`config.mk`:
```
export PLATFORM = sky130hd
export DESIGN_NAME = uart_move_rx
export DESIGN_NICKNAME = d
export VERILOG_FILES = /design/src/rtl/uart_pkg.sv /design/src/rtl/uart_samp_tick.sv /design/src/rtl/uart_move_rx.sv
export SDC_FILE = /design/constraint.sdc
export NUM_CORES = 1
export LEC_CHECK = 0
export CAP_MARGIN = 20
export CORE_MARGIN = 10
export CORE_UTILIZATION = 40
export CTS_CLUSTER_SIZE = 40
export DETAILED_ROUTE_END_ITERATION = 8
export RECOVER_POWER = 100
export REMOVE_ABC_BUFFERS = 1
export SYNTH_ARGS = -nofsm -noshare
export SYNTH_HDL_FRONTEND = slang
export SYNTH_HIERARCHICAL = 1
export SYNTH_SLANG_ARGS = --single-unit
```
`constraint.sdc`:
```
create_clock -name clk_in -period 2.6 [get_ports clk_in]
set_input_delay 0.52 -clock clk_in [delete_from_list [all_inputs] [get_ports clk_in]]
set_output_delay 0.52 -clock clk_in [all_outputs]
set_load 0.01 [all_outputs]
```
`src/rtl/uart_pkg.sv`:
```
// Shared definitions for the inter-board move link UART.
// Covers the default timing, the receiver state set and the 2-of-3 vote.
package uart_pkg;

    localparam int unsigned DEF_CLK_HZ        = 65_000_000;
    localparam int unsigned DEF_BAUD_RATE     = 9600;
    localparam int unsigned DEF_SAMP_PER_BIT  = 16;
    localparam int unsigned DEF_CLK_PER_SAMP  = 423;
    localparam int unsigned DEF_PKT_LEN       = 8;
    localparam int unsigned DEF_WAITING_COUNT = 65_000;

    typedef enum logic [2:0] {
        IDLE    = 3'd0,
        START   = 3'd1,
        DATA    = 3'd2,
        STOP    = 3'd3,
        RECOVER = 3'd4
    } rx_state_t;

    function automatic logic majority3(input logic a, input logic b, input logic c);
        return (a & b) | (a & c) | (b & c);
    endfunction

endpackage

```
`src/rtl/uart_samp_tick.sv`:
```
// Oversample tick divider: emits one tick every CLK_PER_SAMP clocks.
// A synchronous clear re-phases the divider to the current cycle.
module uart_samp_tick
    import uart_pkg::*;
#(
    parameter int unsigned CLK_PER_SAMP = DEF_CLK_PER_SAMP
) (
    input  logic clk_in,
    input  logic rst_in_n,
    input  logic clr,
    output logic tick
);

    localparam int unsigned CW = $clog2(CLK_PER_SAMP);
    localparam logic [CW-1:0] DIV_LAST = CW'(CLK_PER_SAMP - 1);

    logic [CW-1:0] div_cnt;

    // First tick lands CLK_PER_SAMP clocks after a clear.
    always_ff @(posedge clk_in or negedge rst_in_n) begin
        if (!rst_in_n) begin
            div_cnt <= '0;
            tick    <= 1'b0;
        end else if (clr) begin
            div_cnt <= '0;
            tick    <= 1'b0;
        end else if (div_cnt == DIV_LAST) begin
            div_cnt <= '0;
            tick    <= 1'b1;
        end else begin
            div_cnt <= div_cnt + CW'(1);
            tick    <= 1'b0;
        end
    end

endmodule

```
`src/rtl/uart_move_rx.sv`:
```
// Receive end of the inter-board move link: 8N1 deserialiser with 16x
// oversampling, majority vote, framing check and idle-line recovery.
module uart_move_rx
    import uart_pkg::*;
#(
    parameter int unsigned CLK_HZ        = DEF_CLK_HZ,
    parameter int unsigned BAUD_RATE     = DEF_BAUD_RATE,
    parameter int unsigned SAMP_PER_BIT  = DEF_SAMP_PER_BIT,
    parameter int unsigned CLK_PER_SAMP  = DEF_CLK_PER_SAMP,
    parameter int unsigned PKT_LEN       = DEF_PKT_LEN,
    parameter int unsigned WAITING_COUNT = DEF_WAITING_COUNT
) (
    input  logic               clk_in,
    input  logic               rst_in_n,
    input  logic               rx,
    output logic [PKT_LEN-1:0] data_out,
    output logic               ready,
    output logic               frame_err,
    output logic               busy
);

    if (SAMP_PER_BIT < 8 || PKT_LEN < 2 || CLK_PER_SAMP < 2 ||
        WAITING_COUNT < 2 || CLK_HZ < BAUD_RATE) begin : g_bad_params
        $error("uart_move_rx: unsupported parameter set");
    end

    localparam int unsigned SC_W = $clog2(SAMP_PER_BIT);
    localparam int unsigned BI_W = $clog2(PKT_LEN);
    localparam int unsigned IC_W = $clog2(WAITING_COUNT);

    localparam logic [SC_W-1:0] SAMP_LAST = SC_W'(SAMP_PER_BIT - 1);
    localparam logic [SC_W-1:0] SAMP_V0   = SC_W'(SAMP_PER_BIT / 2 - 1);
    localparam logic [SC_W-1:0] SAMP_V1   = SC_W'(SAMP_PER_BIT / 2);
    localparam logic [SC_W-1:0] SAMP_V2   = SC_W'(SAMP_PER_BIT / 2 + 1);
    localparam logic [BI_W-1:0] BIT_LAST  = BI_W'(PKT_LEN - 1);
    localparam logic [IC_W-1:0] IDLE_LAST = IC_W'(WAITING_COUNT - 1);

    logic       rx_meta, rxs, rxs_prev;
    logic [1:0] sync_fill;
    logic       fall_c;

    rx_state_t          state_q, state_d;
    logic [SC_W-1:0]    samp_cnt_q, samp_cnt_d;
    logic [BI_W-1:0]    bit_idx_q, bit_idx_d;
    logic [2:0]         votes_q, votes_d;
    logic [PKT_LEN-1:0] shift_q, shift_d;
    logic [IC_W-1:0]    idle_cnt_q, idle_cnt_d;
    logic [PKT_LEN-1:0] data_d;
    logic               ready_d, frame_err_d, busy_d;
    logic               tick, tick_clr_c, bit_vote_c, stop_vote_c;

    // rxs_prev only carries real line history once both sync flops hold rx,
    // so a line that is low at reset release cannot fake a falling edge.
    always_ff @(posedge clk_in or negedge rst_in_n) begin
        if (!rst_in_n) begin
            rx_meta   <= 1'b1;
            rxs       <= 1'b1;
            rxs_prev  <= 1'b0;
            sync_fill <= 2'd0;
        end else begin
            rx_meta   <= rx;
            rxs       <= rx_meta;
            rxs_prev  <= (sync_fill == 2'd2) ? rxs : 1'b0;
            if (sync_fill != 2'd2) begin
                sync_fill <= sync_fill + 2'd1;
            end
        end
    end

    assign fall_c = rxs_prev & ~rxs;

    uart_samp_tick #(
        .CLK_PER_SAMP (CLK_PER_SAMP)
    ) u_samp_tick (
        .clk_in   (clk_in),
        .rst_in_n (rst_in_n),
        .clr      (tick_clr_c),
        .tick     (tick)
    );

    always_ff @(posedge clk_in or negedge rst_in_n) begin
        if (!rst_in_n) begin
            state_q    <= IDLE;
            samp_cnt_q <= '0;
            bit_idx_q  <= '0;
            votes_q    <= '0;
            shift_q    <= '0;
            idle_cnt_q <= '0;
            data_out   <= '0;
            ready      <= 1'b0;
            frame_err  <= 1'b0;
            busy       <= 1'b0;
        end else begin
            state_q    <= state_d;
            samp_cnt_q <= samp_cnt_d;
            bit_idx_q  <= bit_idx_d;
            votes_q    <= votes_d;
            shift_q    <= shift_d;
            idle_cnt_q <= idle_cnt_d;
            data_out   <= data_d;
            ready      <= ready_d;
            frame_err  <= frame_err_d;
            busy       <= busy_d;
        end
    end

    always_comb begin
        state_d     = state_q;
        samp_cnt_d  = samp_cnt_q;
        bit_idx_d   = bit_idx_q;
        votes_d     = votes_q;
        shift_d     = shift_q;
        idle_cnt_d  = idle_cnt_q;
        data_d      = data_out;
        ready_d     = 1'b0;
        frame_err_d = 1'b0;
        tick_clr_c  = 1'b0;
        bit_vote_c  = majority3(votes_q[0], votes_q[1], votes_q[2]);
        stop_vote_c = majority3(votes_q[0], votes_q[1], rxs);

        // Sample counting and vote capture are common to every framed state.
        if (tick && (state_q inside {START, DATA, STOP})) begin
            samp_cnt_d = (samp_cnt_q == SAMP_LAST) ? '0 : samp_cnt_q + SC_W'(1);
            if (samp_cnt_q == SAMP_V0) votes_d[0] = rxs;
            if (samp_cnt_q == SAMP_V1) votes_d[1] = rxs;
            if (samp_cnt_q == SAMP_V2) votes_d[2] = rxs;
        end

        case (state_q)
            IDLE: begin
                if (fall_c) begin
                    state_d    = START;
                    samp_cnt_d = '0;
                    tick_clr_c = 1'b1;
                end
            end
            START: begin
                if (tick && samp_cnt_q == SAMP_LAST) begin
                    state_d   = bit_vote_c ? IDLE : DATA;
                    bit_idx_d = '0;
                end
            end
            DATA: begin
                if (tick && samp_cnt_q == SAMP_LAST) begin
                    shift_d = {bit_vote_c, shift_q[PKT_LEN-1:1]};
                    if (bit_idx_q == BIT_LAST) begin
                        state_d = STOP;
                    end else begin
                        bit_idx_d = bit_idx_q + BI_W'(1);
                    end
                end
            end
            STOP: begin
                // Decide at mid-bit so a back-to-back start edge is not missed.
                if (tick && samp_cnt_q == SAMP_V2) begin
                    samp_cnt_d = '0;
                    if (stop_vote_c) begin
                        data_d  = shift_q;
                        ready_d = 1'b1;
                        state_d = IDLE;
                    end else begin
                        frame_err_d = 1'b1;
                        idle_cnt_d  = '0;
                        state_d     = RECOVER;
                    end
                end
            end
            RECOVER: begin
                if (!rxs) begin
                    idle_cnt_d = '0;
                end else if (idle_cnt_q == IDLE_LAST) begin
                    idle_cnt_d = '0;
                    state_d    = IDLE;
                end else begin
                    idle_cnt_d = idle_cnt_q + IC_W'(1);
                end
            end
            default: begin
                state_d = IDLE;
            end
        endcase

        busy_d = (state_d != IDLE);
    end

endmodule

```
# --- Word level (Yosys, flattened, before mapping) ---
# Index checks and enable logic that the tools add are counted.
totals:
  regBits: 63
  latchBits: 0
  ram_bits: 0
  mem_bits_ro: 0
  in_bits: 3
  output_inout_bits: 11
  wordCells: 104
  memories: 0
op_classes:
  addsub: 5
  mul: 0
  div: 0
  magnitude_cmp: 0
  n_eq_ne: 18
  shifts: 0
  mux: 37
  bitwise: 11
  reduce_logical: 15
op_table:
  columns: ["op", "count"]
  rows:
  - ["16-bit 2-to-1 mux", 4]
  - ["3-bit 2-to-1 mux", 11]
  - ["16-bit one-hot mux with 2 select lines", 1]
  - ["9-bit 2-to-1 mux", 2]
  - ["16-bit by 1-bit adder with 16-bit output (second input constant)", 1]
  - ["16-bit equality test (second input constant)", 1]
  - ["4-bit 2-to-1 mux", 4]
  - ["3-bit one-hot mux with 5 select lines", 1]
  - ["4-bit equality test (second input constant)", 3]
  - ["1-bit 2-to-1 mux", 11]
  - ["9-bit by 1-bit adder with 9-bit output (second input constant)", 1]
  - ["9-bit equality test (second input constant)", 1]
  - ["4-bit one-hot mux with 2 select lines", 1]
  - ["2-bit AND reduction", 4]
  - ["1-bit bitwise AND", 6]
  - ["3-bit by 2-bit equality test with 1-bit output (second input constant)", 2]
  - ["3-bit equality test (second input constant)", 2]
  - ["2-bit by 1-bit inequality test with 1-bit output (second input constant)", 3]
  - ["2-bit inequality test (second input constant)", 3]
  - ["3-bit one-hot mux with 2 select lines", 1]
  - ["3-bit AND reduction", 2]
  - ["3-bit nonzero test", 2]
  - ["4-bit by 1-bit adder with 4-bit output (second input constant)", 1]
  - ["4-bit by 3-bit equality test with 1-bit output (second input constant)", 1]
  - ["other kinds (11)", 17]

# --- Depth between registers and ports, before layout ---
# Gate-level depths: netlist (run 1).
logic_depth:
  ltp_word: 7
  ltp_mapped: 6
  mapped_depth_nobuf: 6

# --- Cells and area by module ---
# The synthesis (run 1) kept the hierarchy.
by_module_without_submodules:
  columns: ["module", "n_inst", "cells_per_inst", "area_each_um2", "seq_area_each_um2"]
  rows:
  - ["uart_move_rx", 1, 235, 2615.0, 1328.8]
  - ["uart_samp_tick", 1, 47, 483.0, 250.2]

# --- Worst setup path after synthesis (run 1) ---
# No wires, ideal clock.
synth_timing:
  path_kind: "register to register"
  start: "register idle_cnt_q[4]"
  end: "register idle_cnt_q[7]"
  setup_ps: 138
  arrival_time_ps: 1838
  required_ps: 2462
  path_slack_ps: 624
  stages_incl_launch_ff: 6
  n_path_buf: 1
  synth_period_minus_slack_ps: 1976
  cell_sequence: "dfrtp_1 or4b_4 or4_4 buf_6 a31oi_1 a31oi_1"
synth_between:
  elab_chain_cells: 4
  word_cells_on_any_way: 5
  cone_classes: "1 x add/sub; 1 x eq/ne; 3 x mux"
synth_lines:
  columns: ["item", "line_no", "rtl"]
  rows:
  - ["from (decl)", "uart_move_rx.sv:47", "logic [IC_W-1:0] idle_cnt_q, idle_cnt_d;"]
  - ["from (signal assigned)", "uart_move_rx.sv:99", "idle_cnt_q <= idle_cnt_d;"]
  - ["16-bit by 1-bit adder with 16-bit output / 16-bit equality test (equally long branches)", "uart_move_rx.sv:175, uart_move_rx.sv:171", null]
  - ["16-bit 2-to-1 mux *", "uart_move_rx.sv:171", "end else if (idle_cnt_q == IDLE_LAST) begin"]
  - ["16-bit 2-to-1 mux *", "uart_move_rx.sv:169", "if (!rxs) begin"]
  - ["16-bit one-hot mux with 2 select lines *", "uart_move_rx.sv:129", "case (state_q)"]
# Mark *: on every way between the ends. The rest lies on a longest branch, timed or not.
# A chain may end at the register's enable or synchronous reset.

# --- Final worst setup path (run 1) ---
layout_timing:
  start: "register idle_cnt_q[4]"
  end: "register idle_cnt_q[2]"
layout_between:
  elab_chain_cells: 4
layout_lines:
  columns: ["item", "line_no"]
  rows:
  - ["16-bit equality test", "uart_move_rx.sv:171"]
  - ["16-bit 2-to-1 mux", "uart_move_rx.sv:171"]
  - ["16-bit 2-to-1 mux", "uart_move_rx.sv:169"]
  - ["16-bit one-hot mux with 2 select lines", "uart_move_rx.sv:129"]
# No other way between the ends.

==> results of run 1 <==
==> power groups by stage <==
stage	logic [µW]	registers [µW]	clock network, µW
after global routing	177	1110	979
after CTS	175	1100	944
after floorplan	119	1100	0
final	150	1090	917
after global placement	167	1110	0
after detailed placement	173	1110	0
==> layer usage <==
layer,part of all wire (%),track usage [%],vias to the layer above
met5,0,0,-
met3,3.1,3.51,14
li1,-,-,1087
met4,2.4,6.49,0
met2,49,19.0,28
met1,45,12.7,1139
==> layout make-up <==
cell class	count	area [µm²]	share of cell area, %
sequential	63	1580	45.1
clock buffer	9	124	3.54
timing repair buffer	17	149	4.26
multi-input combinational	195	1380	39.4
inverter	14	52.6	1.50
tap	102	128	3.65
clock inverter	7	87.6	2.50
==> worst paths after layout <==
kind                               start             to  slack, ps  cells past startpoint
hold / removal                   rx_meta            rxs        360                      0
setup / recovery           idle_cnt_q[4]  idle_cnt_q[2]        330                      4
hold reg to reg                  rx_meta            rxs        360                      0
setup reg to reg           idle_cnt_q[4]  idle_cnt_q[2]        330                      4
max in group asynchronous       rst_in_n        rx_meta        670                      2
min in group asynchronous       rst_in_n  idle_cnt_q[7]        630                      1
==> sequential cells by signal, indices dropped and copies added, names as in the netlist <==
name                 cells
frame_err                1
votes_q                  3
idle_cnt_q              16
sync_fill                2
shift_q                  8
rx_meta                  1
samp_cnt_q               4
u_samp_tick/tick         1
rxs                      1
data_out                 8
rxs_prev                 1
bit_idx_q                3
state_q                  3
busy                     1
u_samp_tick/div_cnt      9
ready                    1
==> cells in the final DEF (no fill, tap or decap), types with 3 or more instances in the layout <==
cell,count
dfrtp_1,61
a31oi_1,23
nor2_1,21
mux2_2,21
inv_1,14
nand2_1,14
or3_1,13
nand3_1,12
dlygate4sd3_1,12
ha_1,9
clkbuf_8,9
nor3_1,8
nand4_1,7
nor4_1,6
a21oi_1,5
and3_1,4
nand4b_1,4
mux2i_1,4
o21ai_0,4
clkinv_2,4
xnor2_1,3
o31ai_1,3
==> cells by family after synthesis <==
logic type | after synthesis | share of synthesized area (%)
multiplexers | 25 | 8.93
AO/OA/AOI/OAI | 49 | 11.1
adder cells (fa/ha/maj) | 11 | 4.28
XOR/XNOR | 5 | 1.41
AND/OR/NAND/NOR | 105 | 19.8
flip-flops | 63 | 51.0
buffers and inverters | 24 | 3.43
==> metrics by stage <==
step | instance area [µm²] | instances | util (%)
after floorplan | 3040 | 272 | -
after detailed placement | 3340 | 391 | 43.7
after global routing | 3500 | 407 | 45.7
after CTS | 3550 | 407 | 46.4
after global placement | 3340 | 391 | 43.7
final | 3500 | 407 | 45.7
==> results.json, run 1 <==
{
  "cts.path.max_buffers": 2,
  "synth_edf_count": 0,
  "ys_async_sr_fraction_pct": 100,
  "yosysMostFrequentCell": "dfrtp_1",
  "io_pins": 14,
  "whs_ps": 363,
  "clockPowerShare_pct": 42.4,
  "outcome": "complete, but fails checks",
  "path_common_cell": "a31oi_1",
  "rows": 32,
  "required_ps": 2830,
  "cp_cell_sequence": "or4b_1, or4_1, a31oi_1, a31oi_1",
  "slew_headroom_pct": -17.1,
  "power_uw": 2160,
  "syn_area_um2": 3100,
  "filler_cell_count": 731,
  "fmax_ghz": 0.441,
  "port-buffer-count": 13,
  "min_period_over_period_pct": 87.3,
  "critical_path.top_delay_family": "simple AND/OR/NAND/NOR gates",
  "synth_commonest_cells": "61 x dfrtp_1, 23 x a31oi_1, 21 x mux2_2",
  "synthDistinctLibCells": 52,
  "route.vias.total": 2268,
  "p_leak_uw": 0.00156,
  "grt_max_degree": 36,
  "setup-violations-final": 0,
  "arrival_ps": 2500,
  "fp.dieH_um": 108,
  "wl_per_cell_um": 14.9,
  "syn_area_per_cell_um2": 11.0,
  "dieWidth_um": 108,
  "yosys_warnings": 6,
  "yosys_register_bits": 63,
  "min_period_ps": 2270,
  "failed_checks": "max-capacitance violations, max-slew violations",
  "drt_wl_total_um": 6060,
  "setup_ws_ps": 331,
  "cp_slowest_cell": "or4_1",
  "slew_viol_final": 36,
  "dieArea_um2": 11700,
  "ant_nets": 0,
  "synth_top_area_share_pct": 49.3,
  "grt-ovfl-total": 0,
  "track_usage_pct": 11.4,
  "antenna_cells": 0,
  "ys_seq_area_share_pct": 51.0,
  "grt_pass1_wl_um": 10800,
  "root_buffer": "clkbuf_8",
  "cts.reportedPaths.clkPinSlew_ps": 70,
  "synthToLayoutAreaGrowth_pct": 12.9,
  "final_nets": 312,
  "synth_area_leaders": "dfrtp_1 49%, mux2_2 7.6%, a31oi_1 4.6%, ha_1 3.6%, nor2_1 2.4%",
  "cts_htree_levels": 3,
  "drt_iter0_drc": 122,
  "clkSinkCount": 63,
  "path_buf_inv": 0,
  "hold_violations": 0,
  "place_congestion": 0.850,
  "cts_resized": 0,
  "pre_cts_ws_ps": 438,
  "rsz0062_at_grt": "false",
  "ir_drop_v": 0.000531,
  "antenna_found_initial": 0,
  "place.detailed.hpwl_um": 4220,
  "start_util_pct": 40.5,
  "drv_cap": 1,
  "cts_buffers": 9,
  "core_region_area_um2": 7650,
  "yosys_most_used_dff": "dfrtp_1",
  "vias_per_cell": 5.57,
  "path_max_fanout": 13,
  "grt_pass1_vias": 2358,
  "power_switching_uw": 536,
  "syn_inst": 282,
  "worstMarginPinSlew_ps": 1760,
  "drc": 0,
  "slowest_delay_ps": 800,
  "intPower_uw": 1630,
  "finalSetupTns_ps": 0,
  "pwr-share-seq_pct": 50.6,
  "post_cts_buffers": 0,
  "p_sw_share_pct": 24.8,
  "insertion_delay_ps": 350,
  "drive_gt1_share_pct": 15.7,
  "yosysTopAreaCell": "dfrtp_1",
  "postCtsHoldBufs": 0,
  "dr.pass1.iters": 5,
  "start_kind": "flop",
  "path_class": "flop to flop",
  "p_per_area_nw_per_um2": 618,
  "cts_tree": "yes",
  "combPwrFrac_pct": 7.0,
  "skew_ps": 8.63,
  "hold_path_class": "flop to flop",
  "end_kind": "flop"
}
Power figures use the tool's default switching activity.
==> run 2, diff against run 1 <==
- GPL_ROUTABILITY_DRIVEN: default -> 0
==> results of run 2 <==
No change in the layout: final DEF, timing and power equal those of run 1.
==> run 3, diff against run 2 <==
- CORE_MARGIN: 10 -> 1
==> run 3 against run 2 <==
  * The run still ends with max-capacitance violations, max-slew violations left
  * Sequential power is essentially flat
  * Sequential cell count unchanged
  * Clock skew decreased by 0.76 ps
  * Worst hold slack got worse by 7.8 ps
  * Register-to-register slack improved by 80 ps
  * Final cell count decreased by 0.98%
  * Maximum frequency is 3.7% higher
  * Count of clock-buffer cells in the layout grew 5
  * Critical endpoint unchanged
  * Largest power group unchanged
==> results.json, run 3 (synthesized netlist as in run 1, its figures left out) <==
{
  "outcome": "complete, but fails checks",
  "failed_checks": "max-capacitance violations, max-slew violations",
  "top_register": "idle_cnt_q",
  "min_period_ps": 2190,
  "wl_per_cell_um": 14.2,
  "postCtsHoldBufs": 0,
  "drive_gt1_share_pct": 15.1,
  "start_util_pct": 42.0,
  "biggestRegsByFlops": "idle_cnt_q x16, u_samp_tick/div_cnt x9",
  "rsz0062_at_grt": "false",
  "cts_htree_levels": 3,
  "timing.reg2reg.setup_slack_ps": 410,
  "fp.dieH_um": 90.0,
  "ir_drop_v": 0.000413,
  "core_region_area_um2": 7370,
  "rows": 31,
  "synthToLayoutAreaGrowth_pct": 11.7,
  "end_kind": "flop",
  "final_core_util_pct": 46.9,
  "drv_cap": 1,
  "grt-ovfl-total": 0,
  "cts_buffers": 9,
  "arrival_ps": 2400,
  "cts.path.max_buffers": 2,
  "setup-violations-final": 0,
  "dr.pass1.iters": 4,
  "drc": 0,
  "cp_cell_sequence": "or4b_1, or4_1, a31oi_1, a31oi_1",
  "place.detailed.hpwl_um": 3790,
  "hold_violations": 0,
  "io_pins": 14,
  "place_area_um2": 3320,
  "final_common_cell": "dfrtp_1",
  "rr_startpoint": "idle_cnt_q[4]",
  "grt_pass1_vias": 2199,
  "r2r_cells": 4,
  "root_buffer": "clkbuf_8",
  "r2r_end": "idle_cnt_q[2]",
  "antenna_cells": 0,
  "cp_slowest_cell": "or4_1",
  "drt_iter0_drc": 118,
  "slew_headroom_pct": -2.02,
  "post_cts_buffers": 0,
  "clkSinkCount": 63,
  "cts.reportedPaths.clkPinSlew_ps": 70,
  "path_class": "flop to flop",
  "setup_ws_ps": 412,
  "filler_cell_count": 722,
  "grt_max_degree": 64,
  "largest_reg_flops": 16,
  "path_common_cell": "a31oi_1",
  "cts_tree": "yes",
  "finalSetupTns_ps": 0,
  "design_area_um2": 3460,
  "dieWidth_um": 90.0,
  "fmax_ghz": 0.457,
  "slowest_delay_ps": 770,
  "required_ps": 2820,
  "layout_common_cells": "61 x dfrtp_1, 23 x a31oi_1, 21 x nor2_1, 21 x mux2_2",
  "route.vias.total": 2245,
  "skew_ps": 7.87,
  "vias_per_cell": 5.57,
  "p_per_area_nw_per_um2": 593,
  "drt_wl_total_um": 5730,
  "final_nets": 311,
  "slew_viol_final": 64,
  "dieArea_um2": 8100,
  "hold_path_class": "flop to flop",
  "pre_cts_ws_ps": 574,
  "ant_nets": 0,
  "min_period_over_period_pct": 84.2,
  "worstMarginPinSlew_ps": 1530,
  "cts_resized": 0,
  "antenna_found_initial": 0,
  "path_max_fanout": 13,
  "track_usage_pct": 15.6,
  "insertion_delay_ps": 340,
  "port-buffer-count": 13,
  "grt_pass1_wl_um": 10000,
  "hp-start": "rx_meta",
  "whs_ps": 355,
  "whs_path_depth": 0,
  "holdPathEnd": "rxs",
  "p_leak_uw": 0.00153,
  "start_kind": "flop"
}
## run 3: cell count changes in the layout (fill, tap and decap cells not counted), sizes merged
| cell | delta |
|---|---|
| clkinv | -3 |
| buf | +1 |
| clkbuf | +3 |
| bufinv | -2 |
## run 3: routing by layer
metal	track usage, %	wire length, µm
met5	0	0
met4	5.91	86
met2	26.7	2880
met3	5.16	243
met1	18.0	2520
## run 3: per-stage QoR
| stage | power (µW) | std cells |
|---|---|---|
| 2_1_floorplan | 1220 | 272 |
| 3_3_place_gp | 1270 | 387 |
| 3_5_place_dp | 1280 | 387 |
| 4_1_cts | 2110 | 403 |
| 5_1_grt | 2160 | 403 |
| 6_report | 2050 | 403 |
## run 3: worst max-delay path by stage
stage,end,slack [ps],startpoint
6_report,idle_cnt_q[2],410,idle_cnt_q[4]
5_1_grt,idle_cnt_q[11],270,idle_cnt_q[4]
4_1_cts,idle_cnt_q[11],560,state_q[1]
3_5_place_dp,idle_cnt_q[2],570,idle_cnt_q[4]
3_3_place_gp,idle_cnt_q[2],590,idle_cnt_q[4]
2_1_floorplan,idle_cnt_q[14],290,samp_cnt_q[1]
## run 3: final cells by class
type	instances	area [µm²]	area share (%)
Timing Repair Buffer	16	145	4.20
Tap cell	99	124	3.58
Multi-Input combinational cell	195	1360	39.4
Inverter	14	52.6	1.52
Sequential cell	63	1580	45.6
Clock buffer	14	183	5.28
Clock inverter	2	12.5	0.362
## run 3: worst max-delay path, delay by kind of cell, from the launching register on
kind | cells | cell delay, ps
flops | 1 | 450
simple gates | 2 | 1310
compound gates | 2 | 300
## run 3: power by group
group | total [µW] | internal [µW] | leakage [µW] | switching [µW]
clock network | 807 | 449 | 0.0000987 | 358
logic | 152 | 63.1 | 0.000580 | 89.3
registers | 1090 | 1030 | 0.000849 | 59.2
